**src/rtl/gamma_lut_loader.sv**
```systemverilog
// gamma_lut_loader: double-buffered 256x8 gamma LUT, reloaded from a checksummed byte stream and swapped at frame start.
// Optional GAMMA_LUT_READBACK_EN adds a registered shadow-bank readback port (rb_addr_i/rb_data_o).
module gamma_lut_loader #(
    parameter logic [7:0] HDR_BYTE  = 8'hA5,
    parameter int         LUT_DEPTH = 256
) (
    input  logic       clk,
    input  logic       rstn,
    input  logic [7:0] cfg_data_i,
    input  logic       cfg_valid_i,
    output logic       cfg_ready_o,
    input  logic       frame_start_i,
    input  logic [7:0] block_mean_i,
    input  logic       data_valid_i,
`ifdef GAMMA_LUT_READBACK_EN
    input  logic [7:0] rb_addr_i,
    output logic [7:0] rb_data_o,
`endif
    output logic [7:0] block_mean_fixed_o,
    output logic       data_valid_o,
    output logic       lut_valid_o,
    output logic       swap_pending_o,
    output logic       load_err_o
);
    typedef enum logic [1:0] {IDLE, LOAD, CHECK} state_t;
    state_t state, state_nx;
    logic [7:0] mem [2*LUT_DEPTH];
    logic [7:0] addr, sum, rd, a1;
    logic       act, acc, wr_en, chk_ok, chk_bad, v1, lv1, sel1;

    assign cfg_ready_o = ~swap_pending_o;
    assign acc = cfg_valid_i & cfg_ready_o;

    always_comb begin
        state_nx = state;
        wr_en    = acc && state == LOAD;
        chk_ok   = acc && state == CHECK && cfg_data_i == sum;
        chk_bad  = acc && state == CHECK && cfg_data_i != sum;
        if (acc)
            state_nx = state == IDLE ? (cfg_data_i == HDR_BYTE ? LOAD : IDLE) :
                       state == LOAD ? (addr == 8'hFF ? CHECK : LOAD) : IDLE;
    end

    always_ff @(posedge clk or negedge rstn) begin
        if (!rstn) begin
            state          <= IDLE;
            addr           <= '0;
            sum            <= '0;
            act            <= 1'b0;
            swap_pending_o <= 1'b0;
            lut_valid_o    <= 1'b0;
            load_err_o     <= 1'b0;
        end else begin
            state      <= state_nx;
            addr       <= wr_en ? addr + 8'd1 : (state == IDLE ? 8'd0 : addr);
            sum        <= wr_en ? sum + cfg_data_i : (state == IDLE ? 8'd0 : sum);
            load_err_o <= chk_bad;
            // A pending table blocks the stream, so a swap and a new pass can never coincide.
            if (frame_start_i && swap_pending_o) begin
                act            <= ~act;
                swap_pending_o <= 1'b0;
                lut_valid_o    <= 1'b1;
            end else if (chk_ok) begin
                swap_pending_o <= 1'b1;
            end
        end
    end

    always_ff @(posedge clk) begin
        if (wr_en)
            mem[{~act, addr}] <= cfg_data_i;
        rd <= mem[{act, block_mean_i}];
    end

    // Bank and lut_valid are captured with the request, so in-flight lookups finish on the old table.
    always_ff @(posedge clk or negedge rstn) begin
        if (!rstn) begin
            v1                 <= 1'b0;
            a1                 <= '0;
            lv1                <= 1'b0;
            sel1               <= 1'b0;
            data_valid_o       <= 1'b0;
            block_mean_fixed_o <= '0;
        end else begin
            v1           <= data_valid_i;
            a1           <= block_mean_i;
            lv1          <= lut_valid_o;
            sel1         <= act;
            data_valid_o <= v1;
            if (v1)
                block_mean_fixed_o <= lv1 ? rd : a1;
        end
    end

`ifdef GAMMA_LUT_READBACK_EN
    always_ff @(posedge clk or negedge rstn) begin
        if (!rstn)
            rb_data_o <= '0;
        else
            rb_data_o <= mem[{~act, rb_addr_i}];
    end
`endif
endmodule

```
**config.mk**
```make
export PLATFORM = sky130hd
export DESIGN_NAME = gamma_lut_loader
export DESIGN_NICKNAME = d
export VERILOG_FILES = /design/src/rtl/gamma_lut_loader.sv
export SDC_FILE = /design/constraint.sdc
export NUM_CORES = 2
export LEC_CHECK = 0
export ABC_CLOCK_PERIOD_IN_PS = 3300
export BUFFER_PORTS_ARGS = -buffer_cell sky130_fd_sc_hd__buf_2
export CAP_MARGIN = 20
export CELL_PAD_IN_SITES_DETAIL_PLACEMENT = 1
export CELL_PAD_IN_SITES_GLOBAL_PLACEMENT = 1
export CORE_AREA = 2 2 712 714
export CTS_CLUSTER_DIAMETER = 60
export DETAILED_ROUTE_END_ITERATION = 10
export DIE_AREA = 0 0 714 716
export PLACE_DENSITY = 0.5
export SYNTH_ARGS = -nofsm -noshare
export SYNTH_HDL_FRONTEND = slang
export SYNTH_SLANG_ARGS = --single-unit
```
**constraint.sdc**
```tcl
create_clock -name clk -period 3.3 [get_ports clk]
set_clock_uncertainty 0.1 [all_clocks]
set_input_delay 0.66 -clock clk [delete_from_list [all_inputs] [get_ports clk]]
set_output_delay 0.66 -clock clk [all_outputs]
set_load 0.02 [all_outputs]
```
==> reports/results.ini <==
[clocking]
clock_path_buffers = 4
cts_max_level = 5
cts_setup_buffers = 0
cts_tree = done
clock_sinks = 4145
clk_latency_ns = 1.00
cts.reportedPaths.clkPinSlew_ns = 0.06
cts_buffers = 455
root_buffer = clkbuf_16

[grt]
grt_pass1_wl_um = 674000
grt_pass1_vias = 86800
antenna_found_initial = 35
grt_overflow = 0
grt_use_total = 0.183
grt_max_degree = 183

[yosys]
synth_flop_cell = edfxtp_1
yosysWarningCount = 0
syn_area_mm2 = 0.161
yosysUniqueCellTypes = 54
syn_area_per_cell_um2 = 21.3
seq_area_frac_synth = 0.773
ys_ff_latch = 4145
synthArstFlopShare = 0.00989
yosys.area_share.simple = 0.0280
synth.area.mux_share = 0.162
postSynthNetCount = 7576
synthAdderAreaFrac = 0.000982
synth_edf_count = 4096
synth_xor_area_frac = 0.000382
synth-compound-area-share = 0.0194
synth_top_family_by_area = multiplexers
netlist_instances = 7543

[timing]
fmax_mhz = 306
max-slew-margin-rel = -0.101
fin_ws_ns = 0.0295
tightest_slew_ns = 1.65
setup_viol = 0
rsz0062_at_grt = false
hold-worst-slack_ns = 0.0686
hold_violations = 0
fin_crit_sh = 0.991
slew_violations = 99
period_needed_ns = 3.27

[power_and_ir_drop]
swShare = 0.221
p_int_w = 0.0888
clockPowerShare = 0.438
p_seq_frac = 0.509
combPwrFrac = 0.053
switchingPower_w = 0.0252
peakVddDrop_v = 0.000464
power_density_mw_per_mm2 = 589
p_leak_nw = 62.4

[job]
cap_violations = 0

[layout]
final_util = 0.384
syn2layout_area_growth_pct = 20.5
final_net_count = 8890
fin_cells = 16000
final_common_cell = edfxtp_1
final_layout_size_suffix_gt1_frac = 0.333
fillers = 48500
final_cell_mix = 4096 x edfxtp_1, 1109 x buf_4, 1024 x mux4_2

[placed_design]
pre_cts_ws_ns = -1.34
hpwl_um = 300000
post-place-cells = 15100
globalplace.congestion = 0.783
io_buffers = 33

[worst_hold_path]
hp-class = input port to register

[drt]
wl_per_cell_um = 29.6
drtIter0Drc = 6893
drc = 0
ant_nets = 0
routed_wl_um = 473000
avgViaCountPerCell = 5.03
firstDrtPassIters = 7
vias = 80200

[floorplan]
rows = 261
fp.dieW_um = 714
num_io_pins = 34
fp.dieH_um = 716
fp.coreArea_mm2 = 0.504
dieArea_mm2 = 0.511
initial_core_util = 0.319

[worst_setup_path]
path_class = input port to register
worstPathMaxFanout = 25
critical_path_arrival_ns = 4.05
cp.required_ns = 4.08
cp-start-kind = input port
crit_path_end_kind = register

[run_status]
violations = max-slew violations
status = complete, but fails checks

## cells in the mapped netlist (all sizes together), types with 28 or more instances
master | number | share of area
o22ai | 103 | 0.0040
mux4 | 1024 | 0.14
nand2 | 152 | 0.0036
buf | 255 | 0.010
edfxtp | 4096 | 0.77
nor2 | 868 | 0.020
a21oi | 76 | 0.0024
dfrtp | 41 | 0.0064
o221ai | 33 | 0.0018
a211oi | 91 | 0.0043
clkbuf | 211 | 0.0049
o211ai | 93 | 0.0043
mux2 | 34 | 0.0024
mux2i | 264 | 0.016
nor3 | 28 | 0.0012
o21ai | 44 | 0.0014
## final cells by class
class	instances	area, um2	area share
Tap cell	6706	8390	0.0434
Clock inverter	280	2640	0.0136
Multi-Input combinational cell	2927	34100	0.176
Clock buffer	559	11900	0.0617
Inverter	5	18.8	0.0000970
Antenna cell	7	17.5	0.0000906
Timing Repair Buffer	1323	12100	0.0628
Sequential cell	4145	124000	0.642
## state kept, by name (all words and copies together) (netlist names)
signal,flops
rd,8
lut_valid_o,1
load_err_o,1
state,2
a1,8
data_valid_o,1
lv1,1
swap_pending_o,1
act,1
v1,1
addr,8
mem,4096
sum,8
block_mean_fixed_o,8
## routing by layer
layer | share of wire | GRT usage | up-vias
met4 | 0.025 | 0.0425 | 4
li1 | - | - | 33900
met3 | 0.047 | 0.0243 | 620
met5 | 0.000057 | 0 | -
met1 | 0.44 | 0.253 | 43800
met2 | 0.49 | 0.308 | 1796
## worst max-delay path, stage by stage
cell and delay, ns:
dlygate4sd3_1 0.54, buf_6 0.19, buf_12 0.17, nor2b_4 0.22, buf_12 0.23, buf_12 0.24, nand2_1 0.15, o211ai_1 0.14
buf_4 0.18, nand4_1 0.09, buf_4 0.17, o22ai_1 0.61, buf_4 0.26, nor3_1 0.05
## kinds of logic (layout without fill, tap and decap cells)
| logic type | count (synthesis) | count (layout) |
|---|---|---|
| flops | 4145 | 4145 |
| buf+inv | 471 | 2167 |
| compound gates | 464 | 464 |
| mux | 1322 | 1322 |
| other cells | 0 | 7 |
| fa+ha+maj | 12 | 12 |
| simple gates | 1122 | 1122 |
| xor+xnor | 7 | 7 |
## power groups by stage
stage | Combinational, W | Sequential [W] | Clock, W
floorplan | 0.00275 | 0.0591 | 0
global placement | 0.00606 | 0.0591 | 0
detailed placement | 0.00615 | 0.0591 | 0
CTS | 0.00618 | 0.0580 | 0.0511
global route | 0.00640 | 0.0580 | 0.0529
finish | 0.00602 | 0.0580 | 0.0499
## worst paths after layout
| check | start | end | slack, ns | cells past startpoint |
|---|---|---|---|---|
| setup / recovery | block_mean_i[2] | rd[0] | 0.03 | 14 |
| max in group asynchronous | rstn | swap_pending_o | 2.11 | 3 |
| min in group asynchronous | rstn | state[0] | 0.33 | 3 |
| hold reg to reg | lut_valid_o | lv1 | 0.30 | 0 |
| setup reg to reg | mem[115][0] | rd[0] | 0.10 | 10 |
| hold / removal | cfg_data_i[0] | sum[0] | 0.07 | 3 |
## metrics by stage
stage / power [W] / area (um2) / setup TNS [ns]
after floorplan: 0.0618 / 161000 / 0
after global placement: 0.0652 / 179000 / -6.68
after detailed placement: 0.0653 / 179000 / -6.57
after CTS: 0.115 / 193000 / 0
after global routing: 0.117 / 193000 / 0
final: 0.114 / 193000 / 0
## timing repair
| action | in CTS | in global routing |
|---|---|---|
| endpoints found under the setup margin | 2 | 0 |
| gates resized for setup | 2 | 0 |
| endpoints found under the hold margin | 64 | 0 |
| hold buffers | 11 | 0 |
Power figures use the tool's default switching activity.
